`config.mk`:
```
export PLATFORM = sky130hd
export DESIGN_NAME = gmii_rx_frame_writer
export DESIGN_NICKNAME = d
export VERILOG_FILES = /design/src/rtl/gmii_rx_frame_writer.sv
export SDC_FILE = /design/constraint.sdc
export NUM_CORES = 1
export LEC_CHECK = 0
export BUFFER_PORTS_ARGS = -buffer_cell sky130_fd_sc_hd__buf_2
export CAP_MARGIN = 20
export CORE_ASPECT_RATIO = 1.1
export CORE_MARGIN = 3
export CORE_UTILIZATION = 63
export DETAILED_ROUTE_END_ITERATION = 16
export GPL_TIMING_DRIVEN = 0
export PLACE_DENSITY = 0.87
export SYNTH_ARGS = -nofsm -noshare
export SYNTH_HDL_FRONTEND = slang
export SYNTH_SLANG_ARGS = --single-unit
```
`constraint.sdc`:
```
create_clock -name Clock -period 8.7 [get_ports Clock]
set_input_delay 0 -clock Clock [delete_from_list [all_inputs] [get_ports Clock]]
set_output_delay 0 -clock Clock [all_outputs]
set_load 0.02 [all_outputs]
```
`src/rtl/gmii_rx_frame_writer.sv`:
```
// gmii_rx_frame_writer: strips GMII preamble/SFD, writes frame bytes plus a length/status header into a 16K-word ring, publishes a committed write pointer.
module gmii_rx_frame_writer #(
  parameter int MAX_FRAME_BYTES = 1536,
  parameter int MIN_FRAME_BYTES = 14
) (
  input  logic        Clock,
  input  logic        Reset,
  input  logic        RxDv,
  input  logic        RxEr,
  input  logic [7:0]  RxD,
  input  logic [13:0] RdPtr,
  output logic [15:0] RamData,
  output logic [1:0]  RamByteEn,
  output logic [13:0] RamAddress,
  output logic        RamWr,
  output logic [13:0] WrPtr,
  output logic [15:0] FrameCount,
  output logic [15:0] DropCount
);
  typedef enum logic [2:0] {IDLE, PREAMBLE, DATA, DROP, HEADER} state_t;
  localparam logic [13:0] RESERVE = 14'(1 + (MAX_FRAME_BYTES + 1) / 2);
  localparam logic [11:0] MAX_B = 12'(MAX_FRAME_BYTES);
  localparam logic [11:0] MIN_B = 12'(MIN_FRAME_BYTES);
  state_t state_q, state_d;
  logic        rx_dv_q, rx_er_q;
  logic [7:0]  rx_d_q;
  logic [13:0] start_q, start_d, wr_ptr_q, wr_ptr_d, ram_addr_q, ram_addr_d, free;
  logic [11:0] count_q, count_d;
  logic        err_q, err_d, ram_wr_q, ram_wr_d, take_sfd, space_ok;
  logic [15:0] frame_count_q, frame_count_d, drop_count_q, drop_count_d, ram_data_q, ram_data_d;
  logic [1:0]  ram_be_q, ram_be_d;
  always_comb begin
    state_d = state_q;
    start_d = start_q;
    count_d = count_q;
    err_d = err_q;
    wr_ptr_d = wr_ptr_q;
    frame_count_d = frame_count_q;
    drop_count_d = drop_count_q;
    ram_wr_d = 1'b0;
    ram_addr_d = ram_addr_q;
    ram_be_d = ram_be_q;
    ram_data_d = ram_data_q;
    free = RdPtr - wr_ptr_q - 14'd1;
    space_ok = free >= RESERVE;
    take_sfd = rx_dv_q && rx_d_q == 8'hD5 && (state_q == IDLE || state_q == PREAMBLE);
    case (state_q)
      IDLE: state_d = rx_dv_q ? PREAMBLE : IDLE;
      PREAMBLE: state_d = !rx_dv_q ? IDLE : (rx_d_q == 8'h55 ? PREAMBLE : DROP);
      DATA: begin
        if (rx_dv_q) begin
          err_d = err_q | rx_er_q | (count_q >= MAX_B);
          if (count_q < MAX_B) begin
            ram_wr_d = 1'b1;
            ram_addr_d = start_q + 14'd1 + 14'(count_q >> 1);
            ram_be_d = count_q[0] ? 2'b10 : 2'b01;
            ram_data_d = count_q[0] ? {rx_d_q, 8'h00} : {8'h00, rx_d_q};
            count_d = count_q + 12'd1;
          end
        end else if (count_q < MIN_B) begin
          drop_count_d = drop_count_q + 16'd1;
          state_d = IDLE;
        end else begin
          // header goes out while in HEADER; the pointer commits one cycle later
          ram_wr_d = 1'b1;
          ram_addr_d = start_q;
          ram_be_d = 2'b11;
          ram_data_d = {err_q, 3'b000, count_q};
          state_d = HEADER;
        end
      end
      HEADER: begin
        wr_ptr_d = start_q + 14'd1 + 14'((count_q + 12'd1) >> 1);
        frame_count_d = frame_count_q + 16'd1;
        state_d = IDLE;
      end
      DROP: state_d = rx_dv_q ? DROP : IDLE;
      default: state_d = IDLE;
    endcase
    if (take_sfd) begin
      state_d = space_ok ? DATA : DROP;
      start_d = wr_ptr_q;
      count_d = 12'd0;
      err_d = 1'b0;
      drop_count_d = space_ok ? drop_count_q : drop_count_q + 16'd1;
    end
  end
  always_ff @(posedge Clock) begin
    if (Reset) begin
      state_q <= IDLE;
      rx_dv_q <= 1'b0;
      rx_er_q <= 1'b0;
      rx_d_q <= 8'h00;
      start_q <= '0;
      count_q <= '0;
      err_q <= 1'b0;
      wr_ptr_q <= '0;
      frame_count_q <= '0;
      drop_count_q <= '0;
      ram_wr_q <= 1'b0;
      ram_addr_q <= '0;
      ram_be_q <= '0;
      ram_data_q <= '0;
    end else begin
      state_q <= state_d;
      rx_dv_q <= RxDv;
      rx_er_q <= RxEr;
      rx_d_q <= RxD;
      start_q <= start_d;
      count_q <= count_d;
      err_q <= err_d;
      wr_ptr_q <= wr_ptr_d;
      frame_count_q <= frame_count_d;
      drop_count_q <= drop_count_d;
      ram_wr_q <= ram_wr_d;
      ram_addr_q <= ram_addr_d;
      ram_be_q <= ram_be_d;
      ram_data_q <= ram_data_d;
    end
  end
  assign RamData = ram_data_q;
  assign RamByteEn = ram_be_q;
  assign RamAddress = ram_addr_q;
  assign RamWr = ram_wr_q;
  assign WrPtr = wr_ptr_q;
  assign FrameCount = frame_count_q;
  assign DropCount = drop_count_q;
endmodule

```
# After elaboration in Yosys (flattened, before gate mapping)
# Cells that the tools add are included.
# classes
add_sub_neg	9
n_mul	0
div	0
magnitude_cmp	4
n_eq_ne	11
shifts	0
n_mux	28
n_bitwise	3
n_reduce_logical	12
# op_table
operator	n
16-bit 2-to-1 mux	9
14-bit 2-to-1 mux	3
16-bit by 1-bit adder with 16-bit output, second input constant	2
14-bit by 1-bit adder with 14-bit output, second input constant	1
14-bit by 11-bit adder with 14-bit output	1
14-bit by 12-bit adder with 14-bit output	1
14-bit by 10-bit greater-or-equal comparator with 1-bit output, second input constant	1
2-bit 2-to-1 mux	7
14-bit by 1-bit subtractor with 14-bit output, second input constant	1
14-bit subtractor	1
12-bit by 1-bit adder with 13-bit output, second input constant	1
12-bit by 1-bit adder with 12-bit output, second input constant	1
12-bit by 11-bit greater-or-equal comparator with 1-bit output, second input constant	1
12-bit by 11-bit less-than comparator with 1-bit output, second input constant	1
12-bit by 4-bit less-than comparator with 1-bit output, second input constant	1
3-bit one-hot mux with 4 select lines	1
3-bit 2-to-1 mux	3
8-bit by 7-bit equality test with 1-bit output, second input constant	1
8-bit equality test, second input constant	1
3-bit by 2-bit equality test with 1-bit output, second input constant	2
3-bit AND reduction	2
1-bit 2-to-1 mux	5
2-bit by 1-bit != test with 1-bit output, second input constant	2
2-bit != test, second input constant	2
12 further kinds	16
# totals
reg_bits	119
latchBits	0
ramBits	0
romBits	0
in_bits	26
n_memories	0

# Longest topological paths before layout
# Gate-level depths: netlist (run 1).
# logic_depth
depth_word	5
depth_mapped	13

# Least setup slack after synthesis (run 1)
# No wires, ideal clock.
# synth_path
path_type	register to register
start	register wr_ptr_q[0] (netlist: WrPtr[0])
end	register drop_count_q[8] (netlist: DropCount[8])
setup_time_ns	0.123
arrival_time_ns	3.319
setup_slack_ns	5.258
stages_incl_launch_ff	14
path_buffers	2
cell_sequence	dfxtp_1 inv_1 ha_1 fa_1 a211oi_2 o21ai_0 a32oi_1 mux2i_1 o211ai_1 or4_1 buf_6 buf_8 a21oi_1 mux2_1
# synth_between
elab_chain_len	5
# synth_lines
item	line_no	rtl
start: declaration	27	logic [13:0] start_q, start_d, wr_ptr_q, wr_ptr_d, ram_addr_q, ram_addr_d, free;
start signal: assignment	112	wr_ptr_q <= wr_ptr_d;
14-bit subtractor	44	free = RdPtr - wr_ptr_q - 14'd1;
14-bit by 1-bit subtractor with 14-bit output	44	
14-bit by 10-bit greater-or-equal comparator with 1-bit output	45	space_ok = free >= RESERVE;
2-bit != test (no source line)	--	
4-bit AND reduction (no source line)	--	
end signal: assignment	114	drop_count_q <= drop_count_d;
end: declaration	30	logic [15:0] frame_count_q, frame_count_d, drop_count_q, drop_count_d, ram_data_q, ram_data_d;
# No other way between the ends.
# A chain may end at the register's enable or synchronous reset.

# Final worst setup path (run 1)
# Same ends and word-level chain as after synthesis.

==> flow_summary.yaml, run 1 <==
run_status:
  status: "finished clean"
sta:
  min_period_ps: 3730
  hold_viol: 0
  rsz0062_at_grt: "no"
  clock_skew_ps: 7.00
  drv_slew: 0
  max_freq_mhz: 268
  slew_headroom_pct: 55.0
  fin_crit_sh_pct: 42.9
  setup_viol: 0
  tightest_slew_ps: 672
  setup-tns-final_ps: 0
min_path:
  min_from: "Reset"
  whs_path_depth: 4
  holdPathEnd: "WrPtr[10]"
  hold_class: "input pin to flip-flop"
detailed_routing:
  routed_wl_um: 19800
  dr.pass1.iters: 5
  via_count: 7058
  drtAntennaViolNets: 0
  drc: 0
  post_drt_wl_per_cell_um: 17.0
  drt_iter0_markers: 566
  vias_per_cell: 6.06
logic_synthesis:
  synth_common_cells: "dfxtp_1, nand2_1, nor2_1"
  synth_seq_cells: 119
  yosysSeqAreaShare_pct: 33.2
  synth_largest_area_cell: "dfxtp_1"
  synth_cells: 873
  syn_area_per_cell_um2: 8.23
  synth_top_area_share_pct: 33.2
  ys.warnings.count: 0
  syn-num-nets: 943
  synth_edf_count: 0
  netlist_top_cells_area: "dfxtp_1, ha_1, xor2_1"
  syn-cell-area_um2: 7180
  yosys_most_used_dff: "dfxtp_1"
  synth_most_common_cell: "dfxtp_1"
  synthArstFlopShare_pct: 0
  synth_cell_types: 71
floorplanning:
  floorplan.die.height_um: 118
  die_w_um: 108
  ios: 105
  core_area_um2: 11000
  rows: 40
  dieArea_um2: 12700
  start_util_pct: 65.2
pwr:
  p_clk_share_pct: 52.4
  internal-power_mw: 0.999
  p_sw_mw: 0.316
  swShare_pct: 24.0
  peakVddDrop_uv: 111
  seq_power_share_pct: 41.9
  p_leak_nw: 3.69
  power_frac_comb_pct: 5.7
  power_mw: 1.32
  p_per_area_nw_per_um2: 154
run:
  drv_cap: 0
cts:
  cts.sinks: 119
  clock_tree.root_cell: "clkbuf_16"
  clkTransAtPathRegs_ps: 60
  insertion_delay_ps: 420
  cts_tree: "yes"
  cts-htree-levels: 4
  cts_made_buffers: 17
  cts.path.max_buffers: 2
final_layout:
  nets: 1076
  area_growth_pct: 19.3
  antennaDiodeCount: 0
  drive_gt1_share_pct: 17.3
  final_design_area_no_fill_um2: 8560
global_route:
  antenna_found_initial: 0
  grt_pass1_wl_um: 32000
  grt_max_degree: 17
  grtUsageMet3_pct: 5.10
  grt-busiest-layer: "met2"
  use_met2_pct: 51.0
  track_usage_pct: 31.0
  grt.overflow.total: 0
  grt_pass1_vias: 6611
  use_met1_pct: 39.3
placement:
  placedInstanceArea_um2: 7890
  port_buffers: 104
  place_congestion: 0.973
  hpwl_um: 14000
worst_setup_path:
  cp-start-kind: "flip-flop"
  cp.required_ps: 9000
  rrSetupSlack_ps: 4970
  worst_ep_arrival_time_ps: 4030
  r2r_end: "DropCount[8]"
  timing.rr.start: "WrPtr[0]"
  reg2regPathDepth: 13
  setup.worst_path.end_class: "flip-flop"
  path_class: "flip-flop to flip-flop"
  critPathMaxFanout: 10
==> critical path, cell delays in order (launching register included) <==
cell      delay (ps)
dfxtp_1          380
inv_1             60
ha_1             220
fa_1             430
a211oi_2         370
o21ai_0          210
a32oi_1          260
mux2i_1          210
o211ai_1         130
or4_1            520
buf_6            170
buf_8            150
a21oi_1          190
mux2_1           330
==> registers in the layout (all words and copies together) (netlist names) <==
name,flops
RamAddress,14
err_q,1
state_q,3
rx_dv_q,1
rx_er_q,1
FrameCount,16
RamData,16
count_q,12
WrPtr,14
start_q,14
RamByteEn,2
rx_d_q,8
DropCount,16
RamWr,1
==> power by group through the flow <==
stage,logic (mW),registers [mW],clock network [mW]
after floorplan,0.0483,0.563,0
after global placement,0.0684,0.562,0
after detailed placement,0.0697,0.562,0
after CTS,0.0739,0.551,0.688
after global routing,0.0828,0.551,0.715
final,0.0756,0.551,0.689
==> layout make-up <==
type                       instances  area [µm²]
clock buffer                      17         425
buffer                            45         209
multi-input combinational        682        4490
inverter                          27         101
fill                             780        2450
sequential                       119        2380
tap                              147         184
timing repair buffer             114         621
clock inverter                    14         153
==> kinds of logic after synthesis <==
group | count (synthesis) | synth area share [%]
simple gates | 368 | 25.4
compound gates | 177 | 17.1
buf+inv | 72 | 4.32
flops | 119 | 33.2
mux | 25 | 3.73
xor+xnor | 68 | 8.29
fa+ha+maj | 44 | 7.98
==> per-stage QoR <==
stage                     hold WS (ps)  utilization [%]  setup slack [ps]  instances
after detailed placement           215             71.6              5080       1124
final                             80.1             77.8              4970       1165
after CTS                         43.7             77.8              5020       1165
after global routing              69.8             77.8              4810       1165
after floorplan                    128                -              5260        873
after global placement             210             71.6              5070       1124
==> layout by cell type, fill, tap and decap left out, drive strengths merged, types with 12 or more instances in the layout <==
master,count
nand4,12
o21ai,16
nor3,33
nand3,33
and3,29
clkbuf,51
xor2,41
a211oi,26
dfxtp,119
a21oi,62
nor2b,26
nor2,92
buf,115
a221oi,14
nand2,93
mux2,14
ha,41
inv,30
xnor2,27
==> routing by layer <==
layer / share of wire (%) / vias up / wire length [µm]
li1: - / 3381 / -
met1: 41 / 3299 / 8110
met2: 48 / 315 / 9460
met3: 7.7 / 63 / 1520
met4: 3.7 / 0 / 739
met5: 0 / - / 0
==> how the worst max path moves through the flow <==
stage / start / endpoint / slack, ps / cells past startpoint
6_report: WrPtr[0] / DropCount[8] / 4970 / 13
5_1_grt: WrPtr[0] / DropCount[8] / 4810 / 13
4_1_cts: WrPtr[0] / DropCount[8] / 5020 / 13
3_5_place_dp: WrPtr[0] / DropCount[8] / 5080 / 13
3_3_place_gp: WrPtr[0] / DropCount[8] / 5070 / 13
2_1_floorplan: WrPtr[0] / DropCount[8] / 5260 / 13
==> repair_timing <==
item	CTS	global route
hold endpoints to repair	10	0
hold buffers	10	0
resized for setup	0	0
buffers inserted	0	0
Note: power is estimated with default switching activity, not from simulation.
==> inputs of run 2 (changes only) <==
- CORE_UTILIZATION: 63 -> 52
- PLACE_DENSITY: 0.87 -> 0.77
- clock period: 8.7 -> 3.1 ns (I/O delays scaled with it)
==> flow_summary.yaml, run 2 (synthesized netlist as in run 1, its figures left out) <==
placement:
  pre_cts_ws_ps: -342
  place_congestion: 0.909
  port_buffers: 104
  dp.cells: 1161
  hpwl_um: 14400
worst_setup_path:
  worstPathCellList: "inv_1 > ha_4 > buf_6 > a21o_1 > a221o_1 > nor2_1 > a2111oi_0 > a311o_1 > buf_4 > or4_4 > a21oi_4 > mux2_4"
  cp.required_ps: 3410
  max_stage_delay_ps: 620
  rrSetupSlack_ps: -210
  timing.rr.start: "WrPtr[8]"
  worst_ep_arrival_time_ps: 3620
  setup.worst_path.end_class: "flip-flop"
  cp-start-kind: "flip-flop"
  cp_slowest_cell: "or4_4"
  r2r_end: "DropCount[3]"
  startpoint: "WrPtr[8]"
  cp-endpoint: "DropCount[3]"
  path_class: "flip-flop to flip-flop"
  critPathMaxFanout: 5
  reg2regPathDepth: 12
pwr:
  internal-power_mw: 3.01
  power_frac_comb_pct: 6.3
  seq_power_share_pct: 39.5
  peakVddDrop_uv: 340
  p_per_area_nw_per_um2: 425
  p_leak_nw: 3.80
  p_clk_share_pct: 54.2
  swShare_pct: 23.0
  p_sw_mw: 0.900
  power_mw: 3.91
floorplanning:
  ios: 105
  die_w_um: 118
  core_area_um2: 13400
  rows: 44
  floorplan.die.height_um: 129
  dieArea_um2: 15300
  start_util_pct: 53.7
cts:
  cts_tree: "yes"
  clock_tree.root_cell: "clkbuf_16"
  clkTransAtPathRegs_ps: 60
  insertion_delay_ps: 420
  cts-htree-levels: 4
  cts.path.max_buffers: 2
  cts.sinks: 119
  cts_made_buffers: 17
global_route:
  grt.overflow.total: 0
  grt_pass1_vias: 6615
  track_usage_pct: 26.6
  grt_pass1_wl_um: 33100
  grt_max_degree: 17
  antenna_found_initial: 0
sta:
  worst_slack_ps: -211
  setup_viol: 17
  fin_crit_sh_pct: 107
  min_period_ps: 3310
  max_freq_mhz: 302
  worst_hold_slack_ps: 286
  tightest_slew_ps: 876
  rsz0062_at_grt: "yes"
  slew_headroom_pct: 41.6
  clock_skew_ps: 8.86
  drv_slew: 0
  hold_viol: 0
run:
  drv_cap: 0
final_layout:
  drive_gt1_share_pct: 25.5
  nets: 1087
  antennaDiodeCount: 0
  fin_cells: 1214
  area_growth_pct: 28.0
  final_common_cell: "buf_2"
  most-common-layout-cells: "buf_2, dfxtp_1, nand2_1"
  nFillCells: 1098
  final_core_util_pct: 68.7
detailed_routing:
  drc: 0
  dr.pass1.iters: 5
  post_drt_wl_per_cell_um: 16.9
  via_count: 7023
  drt_iter0_markers: 394
  routed_wl_um: 20600
  vias_per_cell: 5.79
  drtAntennaViolNets: 0
min_path:
  hold_class: "input pin to flip-flop"
run_status:
  status: "finished, violations left"
  violations: "setup timing"
run 2: changes by cell type in the layout (fill, tap and decap cells not counted), sizes merged, moves of 2 or more:
cell | before | now
clkinvlp | 4 | 1
buf | 115 | 124
bufinv | 2 | 4
clkinv | 5 | 7
run 2: final cells by class:
type | instances | area (µm²) | share of cell area, %
buffer | 44 | 203 | 2.20
clock buffer | 18 | 439 | 4.78
clock inverter | 14 | 199 | 2.16
inverter | 27 | 101 | 1.10
multi-input combinational | 683 | 4900 | 53.3
sequential | 119 | 2410 | 26.2
tap | 184 | 230 | 2.50
timing repair buffer | 125 | 709 | 7.72
run 2: worst max-delay path, delay by kind of cell, from the launching register on:
family,cells,cell delay (ps)
AO/OA/AOI/OAI,5,1180
buffers and inverters,3,350
AND/OR/NAND/NOR,2,790
multiplexers,1,310
adder cells (fa/ha/maj),1,200
flip-flops,1,350
run 2: power groups by stage:
stage               sequential (mW)  combinational, mW  clock, mW
finish                         1.54              0.248       2.12
global route                   1.54              0.269       2.21
global placement               1.58              0.198          0
CTS                            1.54              0.228       2.13
floorplan                      1.58              0.139          0
detailed placement             1.58              0.203          0
run 2: through the flow:
step	instance area, µm²	setup TNS (ps)
2_1_floorplan	7230	-464
3_3_place_gp	7980	-5350
3_5_place_dp	7980	-5040
4_1_cts	8910	-1790
5_1_grt	9200	-4370
6_report	9200	-2420
run 2: what timing repair did:
| item | CTS | global route |
|---|---|---|
| endpoints found under the setup margin | 23 | 27 |
| hold endpoints to repair | 11 | 0 |
| pin swaps | 21 | 17 |
| buffers inserted | 6 | 4 |
| gates resized for setup | 39 | 50 |
| gates cloned | 1 | 0 |
| hold buffers | 11 | 0 |
run 2: worst min path at each step:
| stage | from | end | slack [ps] | depth (start not counted) |
|---|---|---|---|---|
| floorplan | RxD[0] | rx_d_q[0] | 130 | 1 |
| global placement | RxD[4] | rx_d_q[4] | 210 | 2 |
| detailed placement | RxD[4] | rx_d_q[4] | 220 | 2 |
| CTS | RdPtr[12] | state_q[0] | 270 | 6 |
| global route | RxEr | rx_er_q | 330 | 3 |
| finish | RdPtr[12] | state_q[0] | 290 | 6 |
run 2: routing by layer:
metal | part of all wire (%) | track usage [%] | vias to the layer above
li1 | - | - | 3397
met1 | 43 | 33.3 | 3324
met2 | 48 | 45.7 | 257
met3 | 6.0 | 4.76 | 45
met4 | 2.7 | 10.6 | 0
met5 | 0 | 0 | -
==> inputs of run 3 (changes only) <==
- ABC_AREA: not set -> 1
- CORE_UTILIZATION: 52 -> 54
- CTS_BUF_LIST: not set -> sky130_fd_sc_hd__clkbuf_8
- PLACE_DENSITY: 0.77 -> 0.79
- SKIP_CTS_REPAIR_TIMING: not set -> 1
==> flow_summary.yaml, run 3 <==
run_status:
  status: "finished clean"
cts:
  cts.sinks: 119
  cts_made_buffers: 17
  clock_tree.root_cell: "clkbuf_8"
  clkTransAtPathRegs_ps: 80
  cts.path.max_buffers: 2
  cts-htree-levels: 4
  insertion_delay_ps: 460
  cts_tree: "yes"
worst_setup_path:
  timing.rr.start: "count_q[1]"
  cp_slowest_cell: "dfxtp_4"
  worstPathCellList: "nand2_2 > nor4_4 > nand3_2 > nor3_4 > nand4_1 > o211ai_1 > inv_1 > ha_4 > nand2_1 > nor2_2 > nand3_1 > o2111ai_2 > nand2_1 > nand2_1 > nand2_1 > xor2_1 > o21ai_1 > inv_1"
  cp_top_family: "simple AND/OR/NAND/NOR gates"
  cp.required_ps: 3460
  worst_ep_arrival_time_ps: 3270
  path_common_cell: "nand2_1"
  path_class: "flip-flop to flip-flop"
  rrSetupSlack_ps: 190
  path_depth: 18
  cp.buffers_inverters: 2
  setup.worst_path.end_class: "flip-flop"
  critPathMaxFanout: 6
  startpoint: "count_q[1]"
  cp-endpoint: "WrPtr[13]"
  reg2regPathDepth: 18
  cp-start-kind: "flip-flop"
  r2r_end: "WrPtr[13]"
  max_stage_delay_ps: 390
floorplanning:
  die_w_um: 117
  dieArea_um2: 14900
  core_area_um2: 12900
  ios: 105
  floorplan.die.height_um: 128
  start_util_pct: 56.5
  rows: 43
logic_synthesis:
  synth_edf_count: 0
  synth_most_common_cell: "nand2_1"
  ys.warnings.count: 0
  yosysSeqAreaShare_pct: 32.7
  syn-num-nets: 1128
  synth_cells: 1058
  syn_area_per_cell_um2: 6.89
  synthArstFlopShare_pct: 0
  synth_largest_area_cell: "dfxtp_1"
  synth_common_cells: "nand2_1, inv_1, nor2_1"
  syn-cell-area_um2: 7290
  synth_cell_types: 45
  netlist_top_cells_area: "dfxtp_1, nand2_1, inv_1"
  synth_top_area_share_pct: 32.7
  synth_seq_cells: 119
  yosys_most_used_dff: "dfxtp_1"
final_layout:
  nets: 1268
  fin_cells: 1368
  most-common-layout-cells: "nand2_1, inv_1, nor2_1"
  final_common_cell: "nand2_1"
  antennaDiodeCount: 0
  final_design_area_no_fill_um2: 8780
  area_growth_pct: 20.3
  drive_gt1_share_pct: 16.8
sta:
  tightest_slew_ps: 661
  setup_viol: 0
  clock_skew_ps: 11.3
  hold_viol: 0
  max_freq_mhz: 344
  drv_slew: 0
  fin_crit_sh_pct: 93.9
  setup-tns-final_ps: 0
  slew_headroom_pct: 55.9
  worst_slack_ps: 190
  min_period_ps: 2910
detailed_routing:
  via_count: 7458
  vias_per_cell: 5.45
  post_drt_wl_per_cell_um: 15.2
  routed_wl_um: 20800
  drtAntennaViolNets: 0
  drc: 0
  dr.pass1.iters: 5
  drt_iter0_markers: 531
placement:
  hpwl_um: 15700
  dp.cells: 1319
  place_congestion: 0.925
  port_buffers: 104
  placedInstanceArea_um2: 8010
  pre_cts_ws_ps: -60.3
global_route:
  track_usage_pct: 27.7
  grt_pass1_vias: 6868
  grt_max_degree: 17
  grt.overflow.total: 0
  grt_pass1_wl_um: 32700
  antenna_found_initial: 0
pwr:
  p_per_area_nw_per_um2: 395
  p_leak_nw: 4.15
  power_mw: 3.47
  peakVddDrop_uv: 246
min_path:
  min_from: "RdPtr[13]"
  hold_class: "input pin to flip-flop"
run:
  drv_cap: 0
==> run 3: metrics by stage <==
| step | util [%] | hold slack [ps] |
|---|---|---|
| after floorplan | - | 107 |
| after global placement | 62.0 | 208 |
| after detailed placement | 62.0 | 213 |
| after CTS | 65.8 | -272 |
| after global routing | 68.0 | 258 |
| final | 68.0 | 224 |
==> run 3: cell type report <==
class	count	area, µm²
Tap cell	157	196
Sequential cell	119	2400
Clock inverter	11	194
Clock buffer	21	289
Multi-Input combinational cell	757	4300
Inverter	151	569
Timing Repair Buffer	121	676
Buffer	31	153
Fill cell	1170	4140
==> run 3: worst min path at each step <==
stage            endpoint  slack, ps  depth (start not counted)
2_1_floorplan   rx_d_q[0]        110                          2
3_3_place_gp    rx_d_q[5]        210                          3
3_5_place_dp      rx_dv_q        210                          3
4_1_cts           rx_dv_q       -270                          3
5_1_grt        state_q[0]        260                          7
6_report       state_q[0]        220                          7
==> run 3: cell families after synthesis <==
| logic type | count (synthesis) | share of synthesized area, % |
|---|---|---|
| xor gates and xnor gates | 51 | 6.12 |
| and+or+nand+nor | 440 | 26.7 |
| DFF | 119 | 32.7 |
| buffers and inverters | 182 | 9.90 |
| adders and majority gates | 44 | 7.86 |
| AOI/OAI and AO/OA | 222 | 16.7 |
==> run 3: worst reg2reg max path: stages (launching register included) <==
cell	delay (ps)
dfxtp_4	390
nand2_2	90
nor4_4	330
nand3_2	150
nor3_4	240
nand4_1	110
o211ai_1	140
inv_1	110
ha_4	300
nand2_1	90
nor2_2	110
nand3_1	110
o2111ai_2	110
nand2_1	100
nand2_1	60
nand2_1	60
xor2_1	140
o21ai_1	130
inv_1	50
==> run 3: power by group <==
group | leakage (nW) | switching [mW] | internal [mW]
clock network | 0.236 | 0.654 | 1.04
registers | 0.965 | 0.00527 | 1.54
logic | 2.95 | 0.149 | 0.0830
==> run 3: layer usage <==
layer	wire, µm	up-vias	track usage, %
met5	0	-	0
met4	680	0	10.9
met3	1240	48	6.42
met2	9810	224	44.7
met1	9020	3419	35.7
li1	-	3767	-
